<file path="src/rtl/ace_snoop_responder.sv">
// ACE snoop-channel responder: buffers AC snoops, answers on CR in arrival order after a
// per-snoop delay, and streams a deterministic address pattern on CD when DataTransfer is set.
module ace_snoop_responder #(
    parameter int ADDR_WIDTH       = 44,
    parameter int SNOOP_DATA_WIDTH = 128,
    parameter int CACHE_LINE_SIZE  = 6,
    parameter int SNOOP_DEPTH      = 4,
    parameter int DELAY_WIDTH      = 4
) (
    input  logic                        ACLK,
    input  logic                        ARESET,
    input  logic                        ACVALID,
    output logic                        ACREADY,
    input  logic [ADDR_WIDTH-1:0]       ACADDR,
    input  logic [3:0]                  ACSNOOP,
    input  logic [2:0]                  ACPROT,
    output logic                        CRVALID,
    input  logic                        CRREADY,
    output logic [4:0]                  CRRESP,
    output logic                        CDVALID,
    input  logic                        CDREADY,
    output logic [SNOOP_DATA_WIDTH-1:0] CDDATA,
    output logic                        CDLAST,
    input  logic [4:0]                  cfg_crresp,
    input  logic [DELAY_WIDTH-1:0]      cfg_delay,
    output logic                        busy,
    output logic [15:0]                 snoop_cnt
);

    localparam int BYTES  = SNOOP_DATA_WIDTH / 8;
    localparam int BEATS  = (2 ** CACHE_LINE_SIZE) / BYTES;
    localparam int LANES  = SNOOP_DATA_WIDTH / 32;
    localparam int BEAT_W = (BEATS > 1) ? $clog2(BEATS) : 1;
    localparam int PTR_W  = (SNOOP_DEPTH > 1) ? $clog2(SNOOP_DEPTH) : 1;
    localparam int CNT_W  = $clog2(SNOOP_DEPTH + 1);

    localparam logic [31:0]       LINE_MASK = ~((32'd1 << CACHE_LINE_SIZE) - 32'd1);
    localparam logic [BEAT_W-1:0] LAST_BEAT = BEAT_W'(BEATS - 1);
    localparam logic [PTR_W-1:0]  LAST_PTR  = PTR_W'(SNOOP_DEPTH - 1);
    localparam logic [CNT_W-1:0]  DEPTH_C   = CNT_W'(SNOOP_DEPTH);

    typedef enum logic [1:0] {IDLE, DELAY, RESP, DATA} state_t;

    state_t                  state;
    logic [DELAY_WIDTH-1:0]  dly_cnt;
    logic [BEAT_W-1:0]       beat;

    logic [31:0]             base_mem  [SNOOP_DEPTH];
    logic [3:0]              snoop_mem [SNOOP_DEPTH];
    logic [2:0]              prot_mem  [SNOOP_DEPTH];
    logic [4:0]              resp_mem  [SNOOP_DEPTH];
    logic [DELAY_WIDTH-1:0]  delay_mem [SNOOP_DEPTH];

    logic [PTR_W-1:0]        wr_ptr;
    logic [PTR_W-1:0]        rd_ptr;
    logic [CNT_W-1:0]        count;
    logic                    push;
    logic                    pop;
    logic [ADDR_WIDTH+31:0]  addr_ext;
    logic [31:0]             ac_base;
    logic [4:0]              ac_resp;
    logic [31:0]             head_base;
    logic [4:0]              head_resp;
    logic [DELAY_WIDTH-1:0]  head_delay;

    function automatic logic [PTR_W-1:0] next_ptr(input logic [PTR_W-1:0] p);
        return (p == LAST_PTR) ? '0 : p + 1'b1;
    endfunction

    // Lane j of beat k carries line_base + k*BYTES + 4*j, wrapping at 32 bits.
    function automatic logic [SNOOP_DATA_WIDTH-1:0] beat_data(input logic [31:0] base,
                                                              input logic [BEAT_W-1:0] k);
        logic [SNOOP_DATA_WIDTH-1:0] d;
        d = '0;
        for (int j = 0; j < LANES; j++) begin
            d[32*j +: 32] = base + (32'(k) * 32'(BYTES)) + 32'(4 * j);
        end
        return d;
    endfunction

    assign ACREADY    = !ARESET && (count < DEPTH_C);
    assign push       = ACVALID && ACREADY;
    assign addr_ext   = {32'd0, ACADDR};
    assign ac_base    = addr_ext[31:0] & LINE_MASK;
    assign ac_resp    = (ACSNOOP == 4'b1101) ? {cfg_crresp[4:1], 1'b0} : cfg_crresp;
    assign head_base  = base_mem[rd_ptr];
    assign head_resp  = resp_mem[rd_ptr];
    assign head_delay = delay_mem[rd_ptr];
    assign pop        = ((state == RESP) && CRREADY && !CRRESP[0]) ||
                        ((state == DATA) && CDREADY && CDLAST);
    assign busy       = (state != IDLE) || (count != '0);

    always_ff @(posedge ACLK) begin
        if (push) begin
            base_mem[wr_ptr]  <= ac_base;
            snoop_mem[wr_ptr] <= ACSNOOP;
            prot_mem[wr_ptr]  <= ACPROT;
            resp_mem[wr_ptr]  <= ac_resp;
            delay_mem[wr_ptr] <= cfg_delay;
        end
    end

    always_ff @(posedge ACLK or posedge ARESET) begin
        if (ARESET) begin
            wr_ptr <= '0;
            rd_ptr <= '0;
            count  <= '0;
        end else begin
            if (push) wr_ptr <= next_ptr(wr_ptr);
            if (pop)  rd_ptr <= next_ptr(rd_ptr);
            count <= count + CNT_W'(push) - CNT_W'(pop);
        end
    end

    // Only the head entry is ever serviced, so responses leave strictly in AC order.
    always_ff @(posedge ACLK or posedge ARESET) begin
        if (ARESET) begin
            state     <= IDLE;
            dly_cnt   <= '0;
            beat      <= '0;
            CRVALID   <= 1'b0;
            CRRESP    <= '0;
            CDVALID   <= 1'b0;
            CDDATA    <= '0;
            CDLAST    <= 1'b0;
            snoop_cnt <= '0;
        end else begin
            case (state)
                IDLE: begin
                    if (count != '0) begin
                        if (head_delay != '0) begin
                            state   <= DELAY;
                            dly_cnt <= head_delay;
                        end else begin
                            state   <= RESP;
                            CRVALID <= 1'b1;
                            CRRESP  <= head_resp;
                        end
                    end
                end
                DELAY: begin
                    if (dly_cnt == DELAY_WIDTH'(1)) begin
                        state   <= RESP;
                        CRVALID <= 1'b1;
                        CRRESP  <= head_resp;
                    end else begin
                        dly_cnt <= dly_cnt - 1'b1;
                    end
                end
                RESP: begin
                    if (CRREADY) begin
                        CRVALID <= 1'b0;
                        if (CRRESP[0]) begin
                            state   <= DATA;
                            beat    <= '0;
                            CDVALID <= 1'b1;
                            CDDATA  <= beat_data(head_base, '0);
                            CDLAST  <= (LAST_BEAT == '0);
                        end else begin
                            state     <= IDLE;
                            snoop_cnt <= snoop_cnt + 16'd1;
                        end
                    end
                end
                DATA: begin
                    if (CDREADY) begin
                        if (CDLAST) begin
                            state     <= IDLE;
                            CDVALID   <= 1'b0;
                            CDLAST    <= 1'b0;
                            snoop_cnt <= snoop_cnt + 16'd1;
                        end else begin
                            beat   <= beat + 1'b1;
                            CDDATA <= beat_data(head_base, beat + 1'b1);
                            CDLAST <= ((beat + 1'b1) == LAST_BEAT);
                        end
                    end
                end
                default: state <= IDLE;
            endcase
        end
    end

endmodule
</file>
<file path="config.mk">
export PLATFORM = sky130hd
export DESIGN_NAME = ace_snoop_responder
export DESIGN_NICKNAME = d
export VERILOG_FILES = /design/src/rtl/ace_snoop_responder.sv
export SDC_FILE = /design/constraint.sdc
export NUM_CORES = 1
export LEC_CHECK = 0
export ABC_AREA = 1
export ABC_CLOCK_PERIOD_IN_PS = 2500
export BUFFER_PORTS_ARGS = -buffer_cell sky130_fd_sc_hd__buf_4
export CORE_MARGIN = 2
export CORE_UTILIZATION = 37
export CTS_CLUSTER_DIAMETER = 80
export DETAILED_ROUTE_END_ITERATION = 8
export GPL_ROUTABILITY_DRIVEN = 0
export HOLD_SLACK_MARGIN = 0.15
export RECOVER_POWER = 25
export SYNTH_ARGS = -nofsm -noshare
export SYNTH_HDL_FRONTEND = slang
export SYNTH_SLANG_ARGS = --single-unit
</file>
<file path="constraint.sdc">
create_clock -name ACLK -period 2.5 [get_ports ACLK]
set_clock_uncertainty 0.2 [all_clocks]
set_input_delay 0.125 -clock ACLK [delete_from_list [all_inputs] [get_ports ACLK]]
set_output_delay 0.125 -clock ACLK [all_outputs]
set_load 0.02 [all_outputs]
</file>
* Yosys cells after proc, flatten, opt, wreduce, memory -nomap -nowiden
Memory sizes are Yosys's and may differ from the RTL's.
Cells that the tools add are included.
** Word-level totals
- Output and inout port bits :: 154
- Logic and storage cells :: 125
- Memories :: 3
- Input bits :: 65
- Memory bits (writable) :: 140
- Bits in registers :: 167
** Cells by class
- Order comparisons :: 1
- Eq/ne operators :: 19
- Add/subtract/negate cells :: 14
- Mux-type cells :: 51
- Reduce and logical (&&, ||, !) cells :: 25
** Memories
- base_mem :: words 4, bits a word 26, read ports 1, clocked after Yosys merged registers in 0, wr ports 1, RTL line 48 : logic [31:0] base_mem [SNOOP_DEPTH];
- resp_mem :: words 4, bits a word 5, read ports 1, clocked after Yosys merged registers in 0, wr ports 1, RTL line 51 : logic [4:0] resp_mem [SNOOP_DEPTH];
- delay_mem :: words 4, bits a word 4, read ports 1, clocked after Yosys merged registers in 0, wr ports 1, RTL line 52 : logic [DELAY_WIDTH-1:0] delay_mem [SNOOP_DEPTH];
** Operators with widths (number)
- $mux W128 :: 4
- $pmux W128 S2 :: 1
- $add A32 B4 Y32 const B :: 4
- $add A32 B3 Y32 const B :: 2
- $mux W16 :: 4
- $add A32 B6 Y32 :: 1
- $pmux W16 S2 :: 1
- $mux W2 :: 13
- $reduce_and A5 Y1 :: 5
- $ne A2 B2 Y1 const B :: 11
- $add A16 B1 Y16 const B :: 1
- $mux W1 :: 15
- $mux W5 :: 3
- $mux W4 :: 3
- $reduce_and A4 Y1 :: 3
- $eq A2 B2 Y1 const B :: 5
- $pmux W5 S2 :: 1
- $pmux W2 S4 :: 1
- $pmux W4 S2 :: 1
- $add A2 B1 Y2 const B :: 3
- $logic_and A1 B1 Y1 :: 6
- $reduce_bool A2 Y1 :: 3
- $reduce_bool A3 Y1 :: 2
- $eq A4 B1 Y1 const B :: 1
- other kinds (13) :: 16

* Depth between registers and ports, before layout
Gate-level depths: netlist of run 1.
- Word-level depth :: 6
- Depth in mapped cells :: 12
- Gate-level depth less buffers :: 10

* Worst setup path before layout of run 1
No wires, ideal clock.
- Path type :: register -> register
- From :: register count[2]
- To :: memory base_mem[0][0] in the netlist's numbering, enable pin
- Data required time :: 1873 ps
- Cell stages (with the launch flop) :: 4
- Period minus slack after synthesis :: 3146 ps
- Library setup time :: 427 ps
- Buffers on the path :: 0
- Data arrival time :: 2518 ps
- Path slack :: -646 ps
- Cell sequence :: dfrtp_1 > nor2_1 > nand2_1 > nor2_1
** On the way
- Cells in the longest elaborated chain, start to end :: 5
** Ends and longest elaborated chain
- start, declared :: RTL line 56 : logic [CNT_W-1:0] count;
- start signal, assigned :: RTL line 111 : count <= count + CNT_W'(push) - CNT_W'(pop);
- $lt A3 B3 Y1 :: RTL line 81 : assign ACREADY = !ARESET && (count < DEPTH_C);
- $logic_and A1 B1 Y1 :: RTL line 81
- named net ACREADY :: RTL line 13 : output logic ACREADY,
- $logic_and A1 B1 Y1 :: RTL line 82 : assign push = ACVALID && ACREADY;
- $mux W1 :: RTL line 94 : if (push) begin
- $mux W1 (implied by the code) :: RTL line 95 : base_mem[wr_ptr] <= ac_base;
- end, declared :: RTL line 48
The timed path passes the listed nets, and every way through them passes these cells.

* Final worst setup path of run 1
- From :: register state[1]
- To :: register count[2]
** On the way
- Cells in the longest elaborated chain, start to end :: 5
- Elaborated cells between the ends (all ways) :: 8
- Those cells by class :: add/sub: 1; eq/ne: 2; reduce/logical: 5
** Ends and longest elaborated chain
- start, declared :: RTL line 44 : state_t state;
- start signal, assigned :: RTL line 118 : state <= IDLE;
- start signal, assigned :: RTL line 132 : state <= DELAY;
- start signal, assigned :: RTL line 135 : state <= RESP;
- $eq A2 B2 Y1, on equally long branches :: RTL line 89, 90
- $logic_and A1 B1 Y1, on equally long branches (2 in series) :: RTL line 89, 90
- $logic_or A1 B1 Y1 * :: RTL line 89 : assign pop = ((state == RESP) && CRREADY && !CRRESP[0]) ||
- $sub A3 B1 Y3 * :: RTL line 111
Every way passes the cells marked *; elsewhere a longest branch is shown, timed or not.
A chain may end at the register's enable or synchronous reset.

==> key figures, run 1 <==
Run status
  – Outcome: complete, no violations

Yosys
  – Number of synthesized flops with an enable pin: 140
  – Yosys cell types: 33
  – Synth area leader: edfxtp_1
  – Yosys reg bits: 206
  – Cell Area, Synth: approximately 0.009 mm2
  – Synth warnings: 0
  – Top_reg_cell synth: edfxtp_1
  – Area contributors post-synth: edfxtp_1 46%, dfrtp_1 18%, buf_4 8.3%
  – Post-synth top area share: 0.462
  – Cells after Synth: 826
  – Post-Syn Area per Cell: about 11 um2
  – Synth async-reset ratio: 0.320
  – Sequential fraction of the synthesis area: 0.644

Global routing
  – Total grt overflow: 0
  – Initial antenna violation count: 0
  – Vias in the first global route: approximately 6000
  – Largest net degree at the start of global routing: between 40 and 50
  – First-pass GRT wire length: ~31000 um
  – Overall routing resource usage: 0.152

Layout
  – Synthesis-to-layout area growth: 26.9%
  – Final Cell Area: between 0.01 and 0.015 mm2
  – Multi-input gate area: approximately 0.0023 mm2
  – Reg area: just under 0.006 mm2
  – Most frequent cells in the layout: 166 x nand2_1, 165 x buf_4, 140 x edfxtp_1, 85 x nor2_1, 76 x o21ai_0
  – Filler instances: around 2200
  – Ant diodes: 0
  – Most common cell after layout, fill and taps aside: nand2_1
  – Layout cell share with drive strength beyond 1: 0.239
  – Final-stage net count: between 1000 and 1500

Detailed routing
  – Total wire length: 19900 um
  – Wirelength per Cell: approximately 15 um
  – DRT Pass-1 Iters: 4
  – Via count: ~6200
  – DRT iter0 DRCs: approximately 280
  – Number of remaining DRC errors: 0
  – Routed Antenna Nets: 0
  – Via-per-instance ratio: 4.69

Floorplanning
  – Full die area: 0.0258 mm2
  – Core Box Area: 0.0242 mm2
  – Die width: ~160 um
  – Initial Util: 0.375
  – # rows: 57
  – Die height: ~160 um
  – I/O pin count: roughly 220

STA
  – Unrepaired setup endpoints after global routing: false
  – Slew Limit Fails: 0
  – Final hold vios: 0
  – Worst setup margin: between 0.3 and 0.4 ns
  – Fin Setup TNS: 0 ns
  – Fmax: ~0.45 GHz
  – Worst slew pin tran: approximately 1.1 ns
  – Fin crit period: ~2.2 ns
  – Final period utilization: 0.880
  – Final setup viols: 0
  – Slew headroom: 0.238
  – Worst hold slack: around 0.23 ns

Power and ir drop
  – Max VDD drop: about 0.69 mV
  – Pleak: 4.85 nW
  – PD cells: between 1000 and 1500 mW/mm2

Critical path
  – Critical path fanouts, max: 8
  – CP Cell Sequence: inv_1 > nor2_1 > nand3_1 > nand2_2 > ha_1 > inv_1 > ha_1 > fa_1 > xor2_1
  – Crit path buffers/inverters: 2
  – Worst endpoint required time: around 2.7 ns
  – CP max stage delay: ~0.5 ns
  – CP endpoint kind: flop
  – Startpoint types: flop
  – Largest delay share family, worst path: adder cells
  – Crit path max-delay cell type: dfrtp_1
  – CP Class: reg -> reg
  – CP Data Arrival Time: approximately 2.4 ns

Place
  – Half-perimeter wire length after placement: about 12000 um
  – Pre-CTS setup slack: 0.316 ns
  – Cell Area, Placed: slightly above 0.01 mm2
  – I/O Buffers: 185

CTS
  – Clk buf depth: 3
  – Clk sinks: between 200 and 250
  – Root buf cell: clkbuf_16
  – CTS tree: built
  – TritonCTS Buffers: 22
  – Reg clk slew, reported paths: ~0.06 ns
  – Worst-Skew Late Latency: between 0.5 and 0.6 ns
  – Htree depth: 1

Job
  – Max cap viols: 0

Worst hold path
  – Hold Crit Class: in -> reg
-- Yosys cell counts (8+ instances only) --
cell / instances
nor2_1: 89
inv_1: 35
nand2_1: 166
buf_4: 101
ha_1: 11
nand3_1: 25
xor2_1: 12
o22ai_1: 31
a21oi_1: 9
dfrtp_1: 66
o21ai_0: 76
edfxtp_1: 140
clkbuf_1: 17
nor3_1: 8
-- state kept, by name, indices dropped and copies added, names as in the netlist --
signal / flops
CDDATA: 28
CDLAST: 1
CDVALID: 1
CRRESP: 5
CRVALID: 1
base_mem: 104
beat: 1
count: 3
delay_mem: 16
dly_cnt: 4
rd_ptr: 2
resp_mem: 20
snoop_cnt: 16
state: 2
wr_ptr: 2
-- repair_timing --
action                                 4_1_cts  5_1_grt
buffers inserted                             0        0
gates resized for setup                      0        0
endpoints found under the hold margin      229        0
hold buffers                                56        0
-- metal layers --
layer  track usage  routed length [um]
met4        0.0463                 326
met1         0.197                8710
met3        0.0266                1160
met2         0.260                9660
met5             0                   0
-- power by group --
part           leakage [nW]  total [mW]  switching [mW]  internal (mW)
combinational          2.39        6.07            3.78           2.30
sequential             2.07        4.91           0.609           4.30
clock                 0.390        3.54            1.34           2.20
-- area by class of cell --
cell class,count,area share
clock buffers,24,0.0502
clock inverters,16,0.0194
inverters,38,0.0125
multi-input cells,465,0.197
flip-flops and latches,206,0.508
well taps,324,0.0351
repair buffers,258,0.178
-- worst reg2reg max path: stages (launching register included) --
cell and delay, ns:
dfrtp_1 0.51, inv_1 0.10, nor2_1 0.17, nand3_1 0.11
nand2_2 0.09, ha_1 0.12, inv_1 0.04, ha_1 0.18
fa_1 0.37, xor2_1 0.17
-- stage by stage --
step           std cells  power (mW)  utilization
2_1_floorplan        837        9.46            -
3_3_place_gp        1235        11.0        0.423
3_5_place_dp        1235        11.1        0.423
4_1_cts             1331        14.7        0.479
5_1_grt             1331        15.4        0.476
6_report            1331        14.5        0.476
-- cells by family (layout without fill, tap and decap cells) --
kind of cell             after synthesis  in the layout  share of synthesized area
flip-flops                           206            206                      0.644
AO/OA/AOI/OAI                        121            121                     0.0735
other                                  1             12                   0.000412
buffers and inverters                166            336                      0.114
adder cells (fa/ha/maj)               12             12                     0.0173
AND/OR/NAND/NOR                      305            305                      0.136
multiplexers                           1              1                    0.00124
XOR/XNOR                              14             14                     0.0135
-- worst paths after layout --
kind / start / end / slack, ns / cells after the start
setup / recovery: state[1] / count[2] / 0.30 / 9
hold / removal: ACADDR[20] / base_mem[0][14] / 0.23 / 2
setup reg to reg: state[1] / count[2] / 0.30 / 9
hold reg to reg: dly_cnt[1] / dly_cnt[1] / 0.30 / 2
max in group asynchronous: ARESET / CDDATA[116] / 0.48 / 5
min in group asynchronous: ARESET / CRRESP[0] / 0.78 / 4
(Power assumes the default switching activity.)
==> run 2, diff against run 1 <==
Settings changed: ABC_AREA 1 to 0.
==> key figures, run 2 <==
Layout
  – Most frequent cells in the layout: 166 x buf_4, 140 x edfxtp_1, 66 x dlygate4sd3_1, 64 x dfrtp_1, 34 x mux4_2 (was 166 x nand2_1, 165 x buf_4, 140 x edfxtp_1, 85 x nor2_1, 76 x o21ai_0)
  – Most common cell after layout, fill and taps aside: buf_4 (was nand2_1)
  – Layout cell share with drive strength beyond 1: 0.406 (was 0.239)
  – Reg area: 0.00586 mm2 (about the same)
  – Ant diodes: 0 (unchanged)
  – Register name with the most flops: base_mem (unchanged)
  – Final-stage net count: 817 (was 1068)
  – Filler instances: 2021 (was 2197)
  – Final Cell Area: 0.0114 mm2 (was 0.0115 mm2)
  – Max reg flops: 104 (unchanged)
  – Synthesis-to-layout area growth: 29.0% (was 26.9%)
  – Biggest regs: base_mem (104), CDDATA (28), resp_mem (20) (unchanged)
  – Multi-input gate area: 0.00215 mm2 (was 0.00228 mm2)

Yosys
  – Post-Syn Area per Cell: 16.2 um2 (was 11.0 um2)
  – Cells after Synth: 545 (was 826)
  – Sequential fraction of the synthesis area: 0.663 (was 0.644)
  – Yosys cell types: 46 (was 33)
  – Synth warnings: 0 (unchanged)
  – Post-synth top area share: 0.476 (was 0.462)
  – Top-count cell post-synth: edfxtp_1 (was nand2_1)
  – Cell Area, Synth: 0.00883 mm2 (was 0.00909 mm2)
  – Yosys reg bits: 206 (unchanged)
  – Area contributors post-synth: edfxtp_1 48%, dfrtp_1 19%, mux4_2 8.7% (was edfxtp_1 46%, dfrtp_1 18%, buf_4 8.3%)
  – Synth async-reset ratio: 0.320 (unchanged)
  – Synth area leader: edfxtp_1 (unchanged)
  – Number of synthesized flops with an enable pin: 140 (unchanged)
  – Top_reg_cell synth: edfxtp_1 (unchanged)
  – Post-synth top cells: 140 x edfxtp_1, 99 x buf_4, 66 x dfrtp_1, 34 x mux4_2, 33 x mux2_2 (was 166 x nand2_1, 140 x edfxtp_1, 101 x buf_4, 89 x nor2_1, 76 x o21ai_0)

Detailed routing
  – Via count: 5073 (was 6237)
  – Number of remaining DRC errors: 0 (unchanged)
  – DRT Pass-1 Iters: 5 (was 4)
  – Total wire length: 18400 um (was 19900 um)
  – Routed Antenna Nets: 0 (unchanged)
  – Via-per-instance ratio: 4.71 (was 4.69)
  – Wirelength per Cell: 17.1 um (was 14.9 um)
  – DRT iter0 DRCs: 244 (was 277)

CTS
  – CTS tree: built (unchanged)
  – Hold buffer count at CTS: 66 (was 56)
  – Reg clk slew, reported paths: 0.06 ns (about the same)
  – Worst-Skew Late Latency: 0.52 ns (was 0.51 ns)
  – Clk sinks: 206 (unchanged)
  – Post-CTS Setup Bufs: 0 (unchanged)
  – Htree depth: 1 (unchanged)
  – Root buf cell: clkbuf_16 (unchanged)
  – Clk buf depth: 3 (unchanged)
  – TritonCTS Buffers: 23 (was 22)
  – CTS resizes: 0 (unchanged)

Floorplanning
  – Full die area: 0.0251 mm2 (was 0.0258 mm2)
  – # rows: 56 (was 57)
  – Die width: 158 um (was 161 um)
  – Core Box Area: 0.0235 mm2 (was 0.0242 mm2)
  – I/O pin count: 219 (unchanged)
  – Die height: 158 um (was 161 um)
  – Initial Util: 0.376 (was 0.375)

Job
  – Max cap viols: 0 (unchanged)

Power and ir drop
  – Pleak: 4.51 nW (was 4.85 nW)
  – Max VDD drop: 0.884 mV (was 0.688 mV)
  – PD cells: 1200 mW/mm2 (was 1260 mW/mm2)

Critical path
  – CP endpoint kind: flop (unchanged)
  – Critical Path Start: rd_ptr[0] (was state[1])
  – CP Data Arrival Time: 2.49 ns (was 2.38 ns)
  – Reg2reg path depth: 5 (was 9)
  – CP Class: reg -> reg (unchanged)
  – Startpoint types: flop (unchanged)
  – Worst endpoint required time: 2.69 ns (was 2.68 ns)
  – R2R Path End: CRRESP[2] (was count[2])
  – RR Startpoint: rd_ptr[0] (was state[1])
  – Critical path fanouts, max: 7 (was 8)
  – Worst R2R Setup Slack: 0.19 ns (was 0.30 ns)
  – Critical Path Sink: CRRESP[2] (was count[2])

STA
  – Fin crit period: 2.31 ns (was 2.20 ns)
  – Final period utilization: 0.923 (was 0.880)
  – Slew headroom: 0.600 (was 0.238)
  – Worst setup margin: 0.193 ns (was 0.301 ns)
  – Fmax: 0.434 GHz (was 0.455 GHz)
  – Final hold vios: 0 (unchanged)
  – Unrepaired setup endpoints after global routing: false (unchanged)
  – Fin Setup TNS: 0 ns (unchanged)
  – Slew Limit Fails: 0 (unchanged)
  – Worst slew pin tran: 0.599 ns (was 1.14 ns)
  – Final setup viols: 0 (unchanged)

Place
  – Half-perimeter wire length after placement: 11600 um (was 12100 um)
  – Pre-CTS setup slack: 0.183 ns (was 0.316 ns)
  – I/O Buffers: 185 (unchanged)
  – Cell Area, Placed: 0.0100 mm2 (was 0.0102 mm2)

Global routing
  – Met2 usage: 0.272 (was 0.260)
  – GR Util met3: 0.0280 (was 0.0266)
  – Total grt overflow: 0 (unchanged)
  – Initial antenna violation count: 0 (unchanged)
  – GR peak layer: met2 (unchanged)
  – First-pass GRT wire length: 28400 um (was 31300 um)
  – Vias in the first global route: 5253 (was 5959)
  – Met1 usage: 0.180 (was 0.197)
  – Overall routing resource usage: 0.149 (was 0.152)
  – Largest net degree at the start of global routing: 39 (was 41)

Run status
  – Outcome: complete, no violations (unchanged)

Worst hold path
  – Hold Crit Class: in -> reg (unchanged)
-- run 2: cell type report --
cell class,count,area share
Timing Repair Buffer,272,0.191
Tap cell,319,0.0350
Clock buffer,31,0.0558
Inverter,17,0.00571
Sequential cell,206,0.514
Multi-Input combinational cell,220,0.189
Clock inverter,11,0.00890
-- run 2: power breakdown --
part	internal, mW	total, mW	switching, mW
clock network	1.90	3.25	1.34
logic	2.60	5.54	2.95
registers	4.28	4.89	0.612
-- run 2: kinds of logic (layout without fill, tap and decap cells) --
logic type / after synthesis / after routing / share of synthesized area
AO/OA/AOI/OAI: 28 / 28 / 0.0210
flip-flops: 206 / 206 / 0.663
AND/OR/NAND/NOR: 81 / 81 / 0.0458
multiplexers: 70 / 70 / 0.136
adder cells (fa/ha/maj): 12 / 12 / 0.0179
other: 1 / 12 / 0.000425
buffers and inverters: 130 / 331 / 0.0990
XOR/XNOR: 17 / 17 / 0.0169
-- run 2: worst min path at each step --
stage / start / end / slack (ns) / cells past startpoint
CTS: cfg_crresp[1] / resp_mem[2][1] / 0.15 / 2
floorplan: ACADDR[6] / base_mem[0][0] / 0.02 / 0
global placement: ARESET / snoop_cnt[6] / 0.03 / 2
finish: cfg_crresp[1] / resp_mem[0][1] / 0.24 / 2
global route: cfg_crresp[1] / resp_mem[2][1] / 0.23 / 2
detailed placement: ARESET / snoop_cnt[7] / 0.05 / 2
-- run 2: through the flow --
step           hold slack (ns)  power (mW)  instances  utilization
5_1_grt                  0.229        14.4       1076        0.485
3_5_place_dp            0.0479        10.5        968        0.428
3_3_place_gp            0.0320        10.4        968        0.428
6_report                 0.236        13.7       1076        0.485
2_1_floorplan           0.0239        9.08        556            -
4_1_cts                  0.151        13.9       1076        0.487
-- run 2: critical path: stages, from the launching register on --
cell	delay, ns
dfrtp_2	0.46
mux4_1	0.60
nor2_2	0.13
nand2_2	0.13
a21boi_4	0.29
mux2_2	0.37
-- run 2: routing by layer --
| metal | vias up | routed length, um |
|---|---|---|
| met5 | - | 0 |
| met4 | 0 | 353 |
| met3 | 29 | 1090 |
| met2 | 182 | 9370 |
| met1 | 2566 | 7570 |
| li1 | 2296 | - |
